[src/rtl/adder_pkg.sv]
// Shared defaults and helpers for every adder variant in this codebase.
// Keeping WIDTH/BLK_W here lets all variants agree on operand and block size.
package adder_pkg;

   localparam int ADDER_WIDTH = 32;
   localparam int ADDER_BLK_W = 4;

   // Two's-complement overflow: equal operand signs produce a result of the other sign.
   function automatic logic signed_overflow(input logic a_msb, input logic b_msb,
                                            input logic s_msb);
      return (a_msb == b_msb) && (s_msb != a_msb);
   endfunction

endpackage

[src/rtl/csa_block.sv]
// One carry-select slice: two BLK_W-bit ripple adders evaluated in parallel,
// one assuming carry-in 0 and one assuming carry-in 1.
module csa_block
   import adder_pkg::*;
#(
   parameter int BLK_W = ADDER_BLK_W
) (
   input  logic [BLK_W-1:0] a,
   input  logic [BLK_W-1:0] b,
   output logic [BLK_W-1:0] sum0,
   output logic [BLK_W-1:0] sum1,
   output logic             c0,
   output logic             c1
);

   always_comb begin
      logic [BLK_W:0] k0;
      logic [BLK_W:0] k1;
      // NOTE: every variable gets a default before the loop so no path leaves one unassigned (no latch).
      k0    = '0;
      k1    = '0;
      sum0  = '0;
      sum1  = '0;
      k1[0] = 1'b1;
      for (int i = 0; i < BLK_W; i++) begin
         sum0[i]  = a[i] ^ b[i] ^ k0[i];
         sum1[i]  = a[i] ^ b[i] ^ k1[i];
         k0[i+1]  = (a[i] & b[i]) | (k0[i] & (a[i] ^ b[i]));
         k1[i+1]  = (a[i] & b[i]) | (k1[i] & (a[i] ^ b[i]));
      end
      c0 = k0[BLK_W];
      c1 = k1[BLK_W];
   end

endmodule

[src/rtl/carry_select_adder.sv]
// Registered carry-select adder: block 0 ripples from cin, higher blocks pick
// a precomputed result with the real incoming carry; one cycle of latency.
module carry_select_adder
   import adder_pkg::*;
#(
   parameter int WIDTH = ADDER_WIDTH,   // must be a multiple of BLK_W
   parameter int BLK_W = ADDER_BLK_W
) (
   input  logic             clk,
   input  logic             rst_n,
   input  logic             in_valid,
   input  logic [WIDTH-1:0] A,
   input  logic [WIDTH-1:0] B,
   input  logic             cin,
   output logic             out_valid,
   output logic [WIDTH-1:0] sum,
   output logic             cout,
   output logic             of
);

   localparam int NUM_BLK = WIDTH / BLK_W;

   logic [WIDTH-1:0] sum_comb;
   logic             cout_comb;
   logic             of_comb;

   // Each block owns its carry-out so the chain is one signal per stage.
   for (genvar i = 0; i < NUM_BLK; i++) begin : g_blk
      logic [BLK_W-1:0] blk_sum;
      logic             carry_out;

      if (i == 0) begin : g_ripple
         assign {carry_out, blk_sum} = {1'b0, A[BLK_W-1:0]} + {1'b0, B[BLK_W-1:0]}
                                     + {{BLK_W{1'b0}}, cin};
      end else begin : g_select
         logic [BLK_W-1:0] s0;
         logic [BLK_W-1:0] s1;
         logic             c0;
         logic             c1;

         csa_block #(.BLK_W(BLK_W)) u_blk (
            .a    (A[i*BLK_W +: BLK_W]),
            .b    (B[i*BLK_W +: BLK_W]),
            .sum0 (s0),
            .sum1 (s1),
            .c0   (c0),
            .c1   (c1)
         );

         assign blk_sum   = g_blk[i-1].carry_out ? s1 : s0;
         assign carry_out = g_blk[i-1].carry_out ? c1 : c0;
      end

      assign sum_comb[i*BLK_W +: BLK_W] = blk_sum;
   end

   assign cout_comb = g_blk[NUM_BLK-1].carry_out;
   assign of_comb   = signed_overflow(A[WIDTH-1], B[WIDTH-1], sum_comb[WIDTH-1]);

   // NOTE: state registers use non-blocking assignments and all of them are reset asynchronously.
   always_ff @(posedge clk or negedge rst_n) begin
      if (!rst_n) begin
         out_valid <= 1'b0;
         sum       <= '0;
         cout      <= 1'b0;
         of        <= 1'b0;
      end else begin
         out_valid <= in_valid;
         if (in_valid) begin
            sum  <= sum_comb;
            cout <= cout_comb;
            of   <= of_comb;
         end
      end
   end

endmodule

[config.mk]
export PLATFORM = sky130hd
export DESIGN_NAME = carry_select_adder
export DESIGN_NICKNAME = d
export VERILOG_FILES = /design/src/rtl/adder_pkg.sv /design/src/rtl/csa_block.sv /design/src/rtl/carry_select_adder.sv
export SDC_FILE = /design/constraint.sdc
export NUM_CORES = 1
export LEC_CHECK = 0
export CORE_MARGIN = 4
export CORE_UTILIZATION = 46
export DETAILED_ROUTE_END_ITERATION = 8
export PLACE_DENSITY = 0.92
export SLEW_MARGIN = 20
export SYNTH_ARGS = -nofsm -noshare
export SYNTH_HDL_FRONTEND = slang
export SYNTH_SLANG_ARGS = --single-unit
[constraint.sdc]
create_clock -name clk -period 1.5 [get_ports clk]
set_input_delay 0.225 -clock clk [delete_from_list [all_inputs] [get_ports clk]]
set_output_delay 0.225 -clock clk [all_outputs]
set_load 0.03 [all_outputs]
==> summary.md <==
| Metric | Value |
|---|---|
| Switching Fraction | `0.381` |
| Final Cycle Share | `6.16` |
| Clock transition at path regs | `0.07 ns` |
| I/O Buffers | `between 100 and 150` |
| Vias per cell | `4.91` |
| CTS tree | `yes` |
| Avg Synthesized Cell Area | `11.1 µm²` |
| Util after Layout | `0.824` |
| Critical path type | `in -> reg` |
| Mapped cell area | `roughly 2400 µm²` |
| CP peak stage delay | `0.44 ns` |
| Crit end category | `register` |
| Wire per inst | `18.0 µm` |
| CP Launch Type | `input port` |
| PD cells | `961 nW/µm²` |
| Most used cell, CP | `fa_2` |
| Status | `finished, violations left` |
| LEAKAGE | `approximately 0.0019 µW` |
| Arrival @ worst endpoint | `9.43 ns` |
| CTS Buffer Depth | `2` |
| First-pass GRT wire length | `around 12000 µm` |
| Setup TNS | `-123.50 ns` |
| Switch Pwr | `1460 µW` |
| Max H-tree Level | `2` |
| # setup viols final | `30` |
| Initial antenna violation count | `0` |
| Share of layout cells above drive strength 1 | `0.333` |
| Synth-to-Final Area Change | `70.0%` |
| Flops & latches, synth | `35` |
| I/O Pins | `around 100` |
| Number of remaining DRC errors | `0` |
| Most frequent cells in the layout | `clkdlybuf4s50_1, dlygate4sd2_1, inv_1` |
| Largest net degree at the start of global routing | `23` |
| Largest area contributor in the netlist | `dfrtp_1` |
| Gp weighted congestion | `around 0.75` |
| Routed Antenna Nets | `0` |
| Vias | `2022` |
| Flop pwr share | `0.332` |
| Worst slew pin tran | `0.447 ns` |
| Area share of the largest cell type after synthesis | `0.373` |
| Fin Hold WS | `0.395 ns` |
| CP required | `1.69 ns` |
| Crit-path max FO | `3` |
| CTS Buf Count | `5` |
| Gr usage total | `0.251` |
| Num rows | `25` |
| Top Family by Delay on Critical Path | `adder cells` |
| Wire length after detailed routing | `7430 µm` |
| Congestion Overflow GR | `0` |
| Syn nets | `321` |
| Clk_lat worst skew | `0.28 ns` |
| Highest-delay cell along the critical path | `fa_2` |
| Clock Sinks | `35` |
| Post-DP HPWL | `5140 µm` |
| Unrepaired setup endpoints after global routing | `yes` |
| Fin worst setup slack | `-7.74 ns` |
| Peak supply drop | `653 µV` |
| Die area | `6320 µm²` |
| Yosys cell types | `27` |
| Post-Place Worst Slack | `-8.58 ns` |
| Fin nets | `454` |
| Detailed Route Iter0 Violations | `57` |
| Sequential cell area | `876 µm²` |
| Hold Vio Cnt, Final | `0` |
| Fin. max-slew vios | `0` |
| Post-Synthesis Cells | `roughly 210` |
| DR pass1 iterations | `4` |
| Failing checks | `setup timing` |
| Fill count | `242` |
| Clock root buffer | `clkbuf_8` |
| Core ar. | `4850 µm²` |
| Most common cell after layout, fill and taps aside | `clkdlybuf4s50_1` |
| Ant. Diodes | `0` |
| Sequential share of the synthesized area | `0.373` |
| Ranking of synthesized cells by area | `dfrtp_1, fa_1, ha_1` |
| Syn. warnings | `0` |
| Clock group share of total power | `0.186` |
| Die W | `approximately 79 µm` |
| Min Tclk post-route | `9.24 ns` |
| Die Height | `79.5 µm` |
| Max Clock Freq | `0.108 GHz` |
| # Max-Cap Violations | `0` |
| Final clock skew | `0 ns` |
| Effective utilization at floorplan | `0.485` |
| P_int | `2380 µW` |
| Comb pwr share | `0.482` |
| Rel. slew slack | `0.702` |
| Vias in the first global route | `2388` |
| Hold Crit Class | `in -> reg` |
| WP buf/inv | `11` |
| Multi-input logic area | `1500 µm²` |
cell type report:
cell class	instances	share of cell area
Timing Repair Buffer	131	0.314
Multi-Input combinational cell	123	0.376
Clock buffer	6	0.0207
Clock inverter	1	0.00125
Inverter	49	0.0479
Sequential cell	35	0.219
Tap cell	67	0.0210
power groups by stage:
stage	sequential [µW]	combinational, µW	clock [µW]
after floorplan	1680	515	0
after global placement	1270	1690	0
after detailed placement	1280	1750	0
after CTS	1260	1790	721
after global routing	1300	1980	762
final	1270	1850	714
cells in the mapped netlist:
library cell  count
a21boi_0          1
inv_2             1
buf_6             3
or3_1             1
o2111ai_1         1
nand2_1          18
xnor2_1           7
nand4_1           1
and4bb_2          1
mux2_2           17
dfrtp_1          35
nand3_1           1
and3b_1           1
a31oi_1           2
buf_2             2
mux2i_1           1
o21ai_0          15
nor2_1            4
nand3b_1          1
fa_1             23
a21oi_1           6
inv_1            48
ha_1             18
o31ai_1           1
xor2_1            1
and2b_1           1
o31ai_2           1
layer usage:
| metal | share of wire | vias to the layer above | global-route usage |
|---|---|---|---|
| li1 | - | 921 | - |
| met1 | 0.33 | 991 | 0.236 |
| met2 | 0.54 | 89 | 0.466 |
| met3 | 0.088 | 21 | 0.0993 |
| met4 | 0.041 | 0 | 0.120 |
| met5 | 0 | - | 0 |
registers in the layout (all words and copies together), names as in the netlist:
register   count
sum           32
of             1
cout           1
out_valid      1
cells by family after synthesis:
kind of cell | Yosys count | share of synthesized area
buf+inv | 54 | 0.0969
fa+ha+maj | 41 | 0.292
flops | 35 | 0.373
simple gates | 29 | 0.0580
compound gates | 27 | 0.0655
mux | 18 | 0.0857
xor+xnor | 8 | 0.0298
path summary, 6_finish.rpt:
path	startpoint	to	slack [ns]	depth (start not counted)
hold reg to reg	sum[3]	sum[3]	0.48	2
setup / recovery	A[0]	of	-7.74	49
min in group asynchronous	rst_n	out_valid	0.46	2
hold / removal	A[0]	sum[0]	0.39	4
max in group asynchronous	rst_n	sum[26]	0.58	3
setup reg to reg	sum[22]	sum[22]	0.65	1
stage by stage:
step,total power (µW),cells,cell area [µm²]
finish,3840,412,4000
global route,4040,412,4000
CTS,3770,410,3940
detailed placement,3030,388,3630
global placement,2960,388,3630
floorplan,2200,212,2450
repair_timing:
| item | CTS | global route |
|---|---|---|
| resized for setup | 88 | 7 |
| buffers inserted | 14 | 3 |
| hold endpoints to repair | 16 | 0 |
| hold buffers | 1 | 0 |
| setup endpoints to repair | 68 | 30 |
| pin swaps | 10 | 5 |
| gates cloned | 0 | 0 |
Power figures use the tool's default switching activity.
